<file path="src/rtl/cpu_pkg.sv">
// rtl/cpu_pkg.sv - opcode, ALU-op, write-back, class and state definitions for control_fsm
package cpu_pkg;

  localparam int OPC_W = 4;
  localparam int ALU_W = 4;

  // Opcode table, LB at 0 through TBA at 15
  localparam logic [OPC_W-1:0] OP_LB  = 4'd0;
  localparam logic [OPC_W-1:0] OP_STR = 4'd1;
  localparam logic [OPC_W-1:0] OP_ADD = 4'd2;
  localparam logic [OPC_W-1:0] OP_SUB = 4'd3;
  localparam logic [OPC_W-1:0] OP_SFT = 4'd4;
  localparam logic [OPC_W-1:0] OP_INC = 4'd5;
  localparam logic [OPC_W-1:0] OP_LIM = 4'd6;
  localparam logic [OPC_W-1:0] OP_LHB = 4'd7;
  localparam logic [OPC_W-1:0] OP_MVB = 4'd8;
  localparam logic [OPC_W-1:0] OP_MVF = 4'd9;
  localparam logic [OPC_W-1:0] OP_JMP = 4'd10;
  localparam logic [OPC_W-1:0] OP_BNE = 4'd11;
  localparam logic [OPC_W-1:0] OP_BEQ = 4'd12;
  localparam logic [OPC_W-1:0] OP_BLT = 4'd13;
  localparam logic [OPC_W-1:0] OP_HLT = 4'd14;
  localparam logic [OPC_W-1:0] OP_TBA = 4'd15;

  localparam logic [ALU_W-1:0] ALU_ADD = 4'd0;
  localparam logic [ALU_W-1:0] ALU_SUB = 4'd1;
  localparam logic [ALU_W-1:0] ALU_SFL = 4'd2;
  localparam logic [ALU_W-1:0] ALU_SFR = 4'd3;
  localparam logic [ALU_W-1:0] ALU_INC = 4'd4;
  localparam logic [ALU_W-1:0] ALU_DEC = 4'd5;
  localparam logic [ALU_W-1:0] ALU_BNE = 4'd6;
  localparam logic [ALU_W-1:0] ALU_BEQ = 4'd7;
  localparam logic [ALU_W-1:0] ALU_BLT = 4'd8;

  typedef enum logic [1:0] {
    WB_ALU = 2'd0,
    WB_MEM = 2'd1,
    WB_IMM = 2'd2,
    WB_REG = 2'd3
  } wb_sel_e;

  typedef enum logic [2:0] {
    ST_IDLE,
    ST_FETCH,
    ST_DECODE,
    ST_EXEC,
    ST_MEM,
    ST_WB,
    ST_HALT
  } state_e;

  // What the sequencer does with an instruction after EXEC
  typedef enum logic [2:0] {
    CLS_REG,
    CLS_LOAD,
    CLS_STORE,
    CLS_JMP,
    CLS_BRANCH,
    CLS_ILLEGAL,
    CLS_HALT
  } instr_cls_e;

  typedef struct packed {
    logic [OPC_W-1:0] opc;
    logic             imm;
  } op_t;

endpackage

</file>
<file path="src/rtl/op_decode.sv">
// rtl/op_decode.sv - combinational opcode decode to ALU op, instruction class and write-back source
module op_decode
  import cpu_pkg::*;
(
  input  logic [OPC_W-1:0] opc,
  input  logic             imm,
  output logic [ALU_W-1:0] alu_inst,
  output instr_cls_e       cls,
  output wb_sel_e          wb_sel
);

  // Unlisted or unknown codes fall to the illegal class so strobes stay defined
  always_comb begin
    alu_inst = ALU_ADD;
    cls      = CLS_ILLEGAL;
    wb_sel   = WB_ALU;
    case (opc)
      OP_LB: begin
        cls    = CLS_LOAD;
        wb_sel = WB_MEM;
      end
      OP_STR: cls = CLS_STORE;
      OP_ADD: cls = CLS_REG;
      OP_SUB: begin
        cls      = CLS_REG;
        alu_inst = ALU_SUB;
      end
      OP_SFT: begin
        cls = CLS_REG;
        if (imm) alu_inst = ALU_SFR;
        else     alu_inst = ALU_SFL;
      end
      OP_INC: begin
        cls = CLS_REG;
        if (imm) alu_inst = ALU_INC;
        else     alu_inst = ALU_DEC;
      end
      OP_LIM, OP_LHB: begin
        cls    = CLS_REG;
        wb_sel = WB_IMM;
      end
      OP_MVB, OP_MVF: begin
        cls    = CLS_REG;
        wb_sel = WB_REG;
      end
      OP_JMP: cls = CLS_JMP;
      OP_BNE: begin
        cls      = CLS_BRANCH;
        alu_inst = ALU_BNE;
      end
      OP_BEQ: begin
        cls      = CLS_BRANCH;
        alu_inst = ALU_BEQ;
      end
      OP_BLT: begin
        cls      = CLS_BRANCH;
        alu_inst = ALU_BLT;
      end
      OP_HLT:  cls = CLS_HALT;
      default: cls = CLS_ILLEGAL;
    endcase
  end

endmodule

</file>
<file path="src/rtl/control_fsm.sv">
// rtl/control_fsm.sv - multi-cycle FETCH/DECODE/EXEC/MEM/WB control sequencer
module control_fsm
  import cpu_pkg::*;
#(
  parameter int OPCODE_W    = 4,
  parameter int ALUOP_W     = 4,
  parameter int MEM_TIMEOUT = 15,
  parameter int CNT_W       = 16
) (
  input  logic                clk,
  input  logic                reset,
  input  logic                start,
  input  logic [OPCODE_W-1:0] opcode,
  input  logic                imm_flag,
  input  logic                mem_ready,
  input  logic                branch_taken,
  output logic [ALUOP_W-1:0]  alu_inst,
  output logic                alu_valid,
  output logic                ir_load,
  output logic                pc_en,
  output logic                pc_load,
  output logic                mem_read,
  output logic                mem_write,
  output logic                addr_sel,
  output logic                reg_write,
  output logic [1:0]          wb_sel,
  output logic                busy,
  output logic                halted,
  output logic                illegal_op,
  output logic                mem_err,
  output logic [CNT_W-1:0]    retired_cnt
);

  localparam int WAIT_W = (MEM_TIMEOUT > 1) ? $clog2(MEM_TIMEOUT + 1) : 1;
  localparam logic [WAIT_W:0] WAIT_LIMIT = (WAIT_W + 1)'(MEM_TIMEOUT);

  state_e            state_q, state_d;
  op_t               op_q, op_d;
  logic [WAIT_W-1:0] wait_q, wait_d;
  logic [CNT_W-1:0]  cnt_q, cnt_d;
  logic              ill_q, ill_d;
  logic              merr_q, merr_d;

  logic [ALU_W-1:0]  dec_alu;
  instr_cls_e        dec_cls;
  wb_sel_e           dec_wb;
  logic [WAIT_W:0]   wait_nxt;
  logic              timeout;
  logic              retire;

  op_decode u_op_decode (
    .opc      (op_q.opc),
    .imm      (op_q.imm),
    .alu_inst (dec_alu),
    .cls      (dec_cls),
    .wb_sel   (dec_wb)
  );

  // Next state; the wait counter is zero unless we stay in FETCH/MEM waiting,
  // so it is cleared on every entry. A wait that would bring the counter to
  // MEM_TIMEOUT is the last one allowed; mem_ready in that cycle still wins.
  always_comb begin
    state_d  = state_q;
    op_d     = op_q;
    wait_d   = '0;
    cnt_d    = cnt_q;
    ill_d    = ill_q;
    merr_d   = merr_q;
    retire   = 1'b0;
    wait_nxt = {1'b0, wait_q} + (WAIT_W + 1)'(1);
    timeout  = (MEM_TIMEOUT != 0) && !mem_ready && (wait_nxt == WAIT_LIMIT);
    case (state_q)
      ST_IDLE: if (start) state_d = ST_FETCH;
      ST_FETCH: begin
        if (mem_ready) state_d = ST_DECODE;
        else if (timeout) begin
          merr_d  = 1'b1;
          state_d = ST_HALT;
        end else wait_d = wait_nxt[WAIT_W] ? wait_q : wait_nxt[WAIT_W-1:0];
      end
      ST_DECODE: begin
        op_d.opc = OPC_W'(opcode);
        op_d.imm = imm_flag;
        if (OPC_W'(opcode) == OP_HLT) state_d = ST_HALT;
        else                          state_d = ST_EXEC;
      end
      ST_EXEC: begin
        case (dec_cls)
          CLS_REG:             state_d = ST_WB;
          CLS_LOAD, CLS_STORE: state_d = ST_MEM;
          CLS_JMP, CLS_BRANCH: retire = 1'b1;
          default: begin
            ill_d  = 1'b1;
            retire = 1'b1;
          end
        endcase
      end
      ST_MEM: begin
        if (mem_ready) begin
          if (dec_cls == CLS_LOAD) state_d = ST_WB;
          else                     retire = 1'b1;
        end else if (timeout) begin
          merr_d  = 1'b1;
          state_d = ST_HALT;
        end else wait_d = wait_nxt[WAIT_W] ? wait_q : wait_nxt[WAIT_W-1:0];
      end
      ST_WB:   retire = 1'b1;
      ST_HALT: state_d = ST_HALT;
      default: state_d = ST_IDLE;
    endcase
    if (retire) begin
      state_d = ST_FETCH;
      cnt_d   = cnt_q + CNT_W'(1);
    end
  end

  // Sequencer state, latched instruction, wait counter, retire count and sticky flags
  always_ff @(posedge clk or posedge reset) begin
    if (reset) begin
      state_q <= ST_IDLE;
      op_q    <= '0;
      wait_q  <= '0;
      cnt_q   <= '0;
      ill_q   <= 1'b0;
      merr_q  <= 1'b0;
    end else begin
      state_q <= state_d;
      op_q    <= op_d;
      wait_q  <= wait_d;
      cnt_q   <= cnt_d;
      ill_q   <= ill_d;
      merr_q  <= merr_d;
    end
  end

  // Strobes from the registered state and latched op; only the handshake
  // inputs (mem_ready, branch_taken) qualify them within a state
  always_comb begin
    alu_inst  = '0;
    alu_valid = 1'b0;
    ir_load   = 1'b0;
    pc_en     = 1'b0;
    pc_load   = 1'b0;
    mem_read  = 1'b0;
    mem_write = 1'b0;
    addr_sel  = 1'b0;
    reg_write = 1'b0;
    wb_sel    = WB_ALU;
    case (state_q)
      ST_FETCH: begin
        mem_read = 1'b1;
        ir_load  = mem_ready;
      end
      ST_EXEC: begin
        alu_valid = 1'b1;
        alu_inst  = ALUOP_W'(dec_alu);
        wb_sel    = dec_wb;
        case (dec_cls)
          CLS_REG, CLS_LOAD, CLS_STORE: pc_en = 1'b0;
          CLS_JMP: pc_load = 1'b1;
          CLS_BRANCH: begin
            pc_load = branch_taken;
            pc_en   = !branch_taken;
          end
          default: pc_en = 1'b1;
        endcase
      end
      ST_MEM: begin
        addr_sel  = 1'b1;
        wb_sel    = dec_wb;
        mem_read  = (dec_cls == CLS_LOAD);
        mem_write = (dec_cls == CLS_STORE);
        pc_en     = (dec_cls == CLS_STORE) && mem_ready;
      end
      ST_WB: begin
        reg_write = 1'b1;
        pc_en     = 1'b1;
        wb_sel    = dec_wb;
      end
      default: wb_sel = WB_ALU;
    endcase
  end

  assign busy        = (state_q != ST_IDLE) && (state_q != ST_HALT);
  assign halted      = (state_q == ST_HALT);
  assign illegal_op  = ill_q;
  assign mem_err     = merr_q;
  assign retired_cnt = cnt_q;

endmodule

</file>
<file path="config.mk">
export PLATFORM = sky130hd
export DESIGN_NAME = control_fsm
export DESIGN_NICKNAME = d
export VERILOG_FILES = /design/src/rtl/cpu_pkg.sv /design/src/rtl/op_decode.sv /design/src/rtl/control_fsm.sv
export SDC_FILE = /design/constraint.sdc
export NUM_CORES = 1
export LEC_CHECK = 0
export ABC_CLOCK_PERIOD_IN_PS = 1700
export CAP_MARGIN = 0
export CORE_MARGIN = 5
export CORE_UTILIZATION = 44
export DETAILED_ROUTE_END_ITERATION = 16
export PLACE_DENSITY = 0.76
export SYNTH_ARGS = -nofsm -noshare
export SYNTH_HDL_FRONTEND = slang
export SYNTH_SLANG_ARGS = --single-unit
</file>
<file path="constraint.sdc">
create_clock -name clk -period 1.7 [get_ports clk]
set_clock_uncertainty 0.1 [all_clocks]
set_input_delay 0.34 -clock clk [delete_from_list [all_inputs] [get_ports clk]]
set_output_delay 0.34 -clock clk [all_outputs]
set_load 0.01 [all_outputs]
</file>
==> results.py, run 1 <==
metrics = {
    "placement": {
        "pre_cts_slack_ns": -0.590,
        "place_congestion": 0.877,
        "placedCellCount": 319,
        "portBuffers": 43,
        "dpl.hpwl_um": 3300,
    },
    "clock_network": {
        "cts-root-buf": "clkbuf_8",
        "htree_levels": 2,
        "tritoncts": "done",
        "cts_buffers": 5,
        "clk_path_buf_depth": 2,
        "clk_latency_ns": 0.28,
        "clock_sinks": 30,
        "path_clk_slew_ns": 0.07,
        "postCtsHoldBufs": 0,
    },
    "sta": {
        "postLayoutSetupSlackWorst_ns": -0.271,
        "final-hold-violation-count": 0,
        "fin_crit_ns": 1.97,
        "finalCritPeriodShare_pct": 116,
        "max_slew_margin_pct": 70.0,
        "worst_slew_pin_slew_ns": 0.438,
        "setup-tns-final_ns": -5.42,
        "fmax_mhz": 507,
        "worst_hold_slack_ns": 0.336,
        "finalMaxSlewViolations": 0,
        "setup_viol": 34,
        "rsz0062_at_grt": "true",
    },
    "routing": {
        "post_drt_wl_per_cell_um": 15.7,
        "via_per_inst": 5.33,
        "drt_iter0_markers": 106,
        "drc": 0,
        "totalWireLength_um": 5470,
        "ant_nets": 0,
        "vias": 1861,
        "drtPass1Iterations": 4,
    },
    "cells_and_area": {
        "layout.nets": 311,
        "fin_util_pct": 79.1,
        "drive_above_1_share_pct": 53.8,
        "area_delta_synth_final_pct": 75.7,
        "num_antenna_cells": 0,
        "post_layout_nonfiller_instances": 349,
    },
    "floorplan": {
        "die_x_um": 73.5,
        "start_util_pct": 45.0,
        "dieArea_um2": 5410,
        "ioPinCount": 44,
        "std_cell_rows": 23,
        "core_um2": 3940,
        "die_y_um": 73.5,
    },
    "critical_path": {
        "cp.arrival_ns": 1.53,
        "r2r_slack_ns": -0.26,
        "rr_worst_depth": 6,
        "reg2reg_from": "op_q[3]",
        "crit_type": "reg -> out",
        "cp-start-kind": "flop",
        "r2r_end": "retired_cnt[1]",
        "crit_path_end_kind": "output port",
        "cp_max_fo": 4,
        "worstPathRequired_ns": 1.26,
    },
    "synthesis": {
        "ys_ff_latch": 30,
        "yosysSeqAreaShare_pct": 42.3,
        "post_synth.cell_area_avg_um2": 9.44,
        "syn_inst": 188,
        "yosysUniqueCellTypes": 46,
        "netlist_area_um2": 1780,
        "ys_warn_count": 0,
        "syn_nets": 201,
    },
    "global_routing": {
        "grt_overflow": 0,
        "grt_antenna_before_repair": 0,
        "grt_pass1_wl_um": 8200,
        "grt_max_degree": 31,
        "grt_pass1_vias": 1802,
        "track_usage_pct": 19.5,
    },
    "power_and_ir_drop": {
        "p_leak_nw": 1.55,
        "ir_drop_uv": 857,
        "power_density_nw_per_um2": 1370,
    },
    "flow_run": {
        "drv_cap": 0,
    },
    "run_status": {
        "status": "complete, but fails checks",
        "violations": "negative setup slack",
    },
    "worst_hold_path": {
        "min-delay-path-class": "in -> async",
    },
}
[placed cells by master (no fill, tap or decap), drive strengths merged, types with 2 or more instances in the layout]
master / synthesis / layout
and3: 5 / 5
nor2b: 3 / 3
dlygate4sd2: 0 / 5
nor3: 7 / 7
nor3b: 3 / 3
dlymetal6s2s: 0 / 6
nand2: 20 / 20
xnor2: 13 / 13
nand3: 8 / 8
clkdlybuf4s50: 0 / 16
mux2: 4 / 4
dfrtp: 30 / 30
nand4: 2 / 2
a21oi: 13 / 13
and4: 3 / 3
a31oi: 2 / 2
buf: 5 / 82
clkbuf: 1 / 6
a211oi: 2 / 2
nand2b: 6 / 6
inv: 11 / 11
xor2: 2 / 2
ha: 3 / 3
a2111oi: 2 / 2
o211ai: 2 / 2
a22oi: 3 / 3
nor2: 14 / 14
and2: 2 / 2
o21bai: 2 / 2
o21ai: 9 / 9
[final cells by class]
class / count / area [um^2]
multi-input combinational: 141 / 1220
timing repair buffer: 109 / 943
fill: 249 / 823
sequential: 30 / 757
clock buffer: 6 / 82.6
tap: 50 / 62.6
inverter: 11 / 43.8
clock inverter: 2 / 12.5
[sequential cells by signal (all words and copies together) (netlist names)]
register / count
illegal_op: 1
mem_err: 1
wait_q: 4
state_q: 3
op_q: 5
retired_cnt: 16
[layer usage]
layer / track usage [%] / vias to the layer above / wire (um)
met1: 25.0 / 918 / 2300
met3: 5.06 / 2 / 292
met4: 4.83 / 0 / 27
met2: 32.6 / 51 / 2850
li1: - / 890 / -
met5: 0 / - / 0
[synth_stat cells (all sizes together)]
cell / count / area (um^2)
ha: 3 / 37.5
o41a: 1 / 11.3
a2111oi: 2 / 17.5
clkbuf: 1 / 3.75
o21bai: 2 / 26.3
o21a: 1 / 8.76
o22ai: 1 / 6.26
dfrtp: 30 / 751
nand2b: 6 / 37.5
a221o: 1 / 10.0
and2: 2 / 12.5
o31a: 1 / 8.76
nor3: 7 / 35.0
and4b: 1 / 11.3
nand2: 20 / 82.6
a21boi: 1 / 11.3
buf: 5 / 45.0
nor3b: 3 / 27.5
nor2: 14 / 52.6
xnor2: 13 / 114
xor2: 2 / 17.5
nand4: 2 / 12.5
o21ai: 9 / 56.3
o211ai: 2 / 15.0
a22oi: 3 / 27.5
mux2: 4 / 48.8
nor2b: 3 / 18.8
a21oi: 13 / 68.8
o2bb2ai: 1 / 8.76
and3: 5 / 31.3
nand3: 8 / 40.0
o32ai: 1 / 8.76
inv: 11 / 41.3
a31o: 1 / 8.76
a31oi: 2 / 12.5
a211oi: 2 / 15.0
or4: 1 / 7.51
and4: 3 / 26.3
[what timing repair did]
action | CTS | global route
gates cloned | 0 | 0
endpoints found under the setup margin | 46 | 50
resized for setup | 117 | 53
setup buffers | 10 | 12
pin swaps | 17 | 19
[metrics by stage]
step	power, mW	area [um^2]
after global placement	3.04	2560
after CTS	3.91	2840
final	4.27	3120
after global routing	4.56	3120
after floorplan	2.13	1790
after detailed placement	3.09	2560
[where the power goes]
group | switching [mW] | internal, mW | total (mW)
logic | 1.24 | 1.34 | 2.57
registers | 0.197 | 0.901 | 1.10
clock network | 0.281 | 0.325 | 0.606
total | 1.71 | 2.56 | 4.27
[cell families after synthesis]
family / after synthesis / share of synthesized area, %
and+or+nand+nor: 75 / 22.3
AOI/OAI and AO/OA: 44 / 18.1
DFF: 30 / 42.3
buffers and inverters: 17 / 5.07
xor gates and xnor gates: 15 / 7.40
muxes: 4 / 2.75
adders and majority gates: 3 / 2.11
[worst max-delay path, cell delays in order, from the launching register on]
cell     delay [ns]
dfrtp_2        0.44
buf_6          0.13
and4b_2        0.33
buf_6          0.12
nand2_2        0.04
o21ai_2        0.05
buf_2          0.14
[worst max-delay path by stage]
stage	from	endpoint	slack [ns]	cells past startpoint
6_report	state_q[2]	pc_en	-0.27	6
5_1_grt	state_q[2]	retired_cnt[5]	-0.33	9
4_1_cts	state_q[2]	pc_en	-0.25	6
3_5_place_dp	branch_taken	pc_load	-0.59	6
3_3_place_gp	branch_taken	pc_load	-0.50	6
2_1_floorplan	op_q[4]	retired_cnt[1]	-0.02	5
Note: power is estimated with default switching activity, not from simulation.
==> run 2, diff against run 1 <==
--- a/config.mk
+++ b/config.mk
@@ -11,6 +11,8 @@
 export CORE_UTILIZATION = 44
 export DETAILED_ROUTE_END_ITERATION = 16
 export PLACE_DENSITY = 0.76
+export RECOVER_POWER = 50
+export REMOVE_ABC_BUFFERS = 1
 export SYNTH_ARGS = -nofsm -noshare
 export SYNTH_HDL_FRONTEND = slang
 export SYNTH_SLANG_ARGS = --single-unit
==> run 2 against run 1 <==
The flow still finishes with violations (negative setup slack). Highest routed layer unchanged. Count of clock-buffer cells in the layout rose by 1. Utilization is 2.9 points higher. Global-route usage up 1.0 points. Non-clock buffer count rose by 12. Hold slack better by 0.040 ns. Register-to-register slack barely moved. First-iteration DRC count is 38% higher. Largest power group unchanged.
==> results.py, run 2 (same netlist as run 1, synthesis figures left out) <==
metrics = {
    "power_and_ir_drop": {
        "ir_drop_uv": 855,
        "power_density_nw_per_um2": 1450,
        "p_leak_nw": 1.54,
        "power_mw": 4.69,
    },
    "global_routing": {
        "track_usage_pct": 20.5,
        "grt_pass1_wl_um": 8680,
        "grt_antenna_before_repair": 0,
        "grt_max_degree": 31,
        "grt_overflow": 0,
        "grt_pass1_vias": 1878,
    },
    "cells_and_area": {
        "num_antenna_cells": 0,
        "layout.nets": 323,
        "final_common_cell": "buf_4",
        "drive_above_1_share_pct": 56.6,
        "largest_reg_flops": 16,
        "most-common-layout-cells": "buf_4, dfrtp_1, buf_6, clkdlybuf4s50_1",
        "area_delta_synth_final_pct": 82.0,
    },
    "floorplan": {
        "core_um2": 3940,
        "std_cell_rows": 23,
        "ioPinCount": 44,
        "die_y_um": 73.5,
        "start_util_pct": 45.0,
        "dieArea_um2": 5410,
        "die_x_um": 73.5,
    },
    "clock_network": {
        "cts-root-buf": "clkbuf_8",
        "clk_latency_ns": 0.28,
        "path_clk_slew_ns": 0.07,
        "htree_levels": 2,
        "postCtsHoldBufs": 0,
        "clk_path_buf_depth": 2,
        "tritoncts": "done",
        "cts_buffers": 5,
        "clock_sinks": 30,
    },
    "sta": {
        "worst_slew_pin_slew_ns": 0.760,
        "postLayoutSetupSlackWorst_ns": -0.281,
        "max_slew_margin_pct": 49.4,
        "fin_crit_ns": 1.98,
        "finalMaxSlewViolations": 0,
        "setup_viol": 33,
        "final-hold-violation-count": 0,
        "setup-tns-final_ns": -5.18,
        "rsz0062_at_grt": "true",
        "fmax_mhz": 505,
        "finalCritPeriodShare_pct": 117,
    },
    "routing": {
        "drtPass1Iterations": 4,
        "drc": 0,
        "drt_iter0_markers": 146,
        "vias": 1910,
        "post_drt_wl_per_cell_um": 16.3,
        "totalWireLength_um": 5900,
        "via_per_inst": 5.29,
        "ant_nets": 0,
    },
    "worst_hold_path": {
        "min-delay-path-class": "reg -> reg",
        "hold_depth": 1,
    },
    "critical_path": {
        "cp_max_fo": 3,
        "cp.arrival_ns": 1.54,
        "cp-start-kind": "flop",
        "crit_path_end_kind": "output port",
        "crit_type": "reg -> out",
        "worstPathRequired_ns": 1.26,
        "rr_worst_depth": 7,
    },
    "placement": {
        "dpl.hpwl_um": 3360,
        "portBuffers": 43,
        "place_congestion": 0.789,
    },
    "flow_run": {
        "drv_cap": 0,
    },
    "run_status": {
        "violations": "negative setup slack",
        "status": "complete, but fails checks",
    },
}
==> run 2: cell types whose count changed in the layout (fill, tap and decap cells not counted), sizes merged <==
cell           before  now
clkdlybuf4s50      16   17
dlygate4sd3         0    1
dlygate4sd2         5    4
buf                82   93
clkbuf              6    8
dlymetal6s2s        6    5
clkinvlp            1    0
==> run 2: final timing paths <==
| check | endpoint | start | slack, ns |
|---|---|---|---|
| setup / recovery | alu_inst[2] | op_q[2] | -0.28 |
| hold reg to reg | mem_err | mem_err | 0.38 |
| hold / removal | mem_err | mem_err | 0.38 |
| setup reg to reg | retired_cnt[13] | op_q[2] | -0.25 |
| min in group asynchronous | illegal_op | reset | 0.62 |
| max in group asynchronous | wait_q[1] | reset | 0.35 |
==> run 2: routing by layer <==
metal	track usage (%)	routed length, um	vias up	share of wire (%)
met5	0	0	-	0
met4	5.23	51	0	0.86
li1	-	-	908	-
met3	5.34	274	8	4.6
met1	26.1	2470	940	42
met2	34.4	3110	54	53
==> run 2: where the power goes <==
part	total, mW	switching (mW)	internal, mW
registers	1.13	0.223	0.902
clock network	0.588	0.262	0.326
logic	2.98	1.36	1.62
==> run 2: cell type report <==
class / count / area, um^2
clock buffer: 7 / 86.3
clock inverter: 1 / 5.00
fill: 227 / 711
inverter: 11 / 43.8
multi-input combinational: 141 / 1210
sequential: 30 / 758
tap: 50 / 62.6
timing repair buffer: 121 / 1070
==> run 2: stage by stage <==
| step | util, % | instances | instance area, um^2 | setup slack [ns] | hold slack (ns) |
|---|---|---|---|---|---|
| after floorplan | - | 182 | 1730 | -0.352 | 0.331 |
| after global placement | 65.1 | 321 | 2560 | -0.493 | 0.353 |
| after detailed placement | 65.1 | 321 | 2560 | -0.552 | 0.354 |
| after CTS | 74.9 | 350 | 2950 | -0.226 | 0.353 |
| after global routing | 82.0 | 361 | 3230 | -0.323 | 0.395 |
| final | 82.0 | 361 | 3230 | -0.281 | 0.376 |
==> run 2: what timing repair did <==
action / 4_1_cts / 5_1_grt
buffers inserted: 21 / 11
endpoints found under the setup margin: 45 / 47
pin swaps: 12 / 9
gates resized for setup: 130 / 52
==> run 2: worst max-delay path, cell delays in order, from the launching register on <==
cell,delay (ns)
dfrtp_2,0.44
buf_4,0.15
buf_6,0.11
nand2b_4,0.07
nor2_4,0.04
o21ai_1,0.22
a21oi_2,0.08
buf_2,0.14
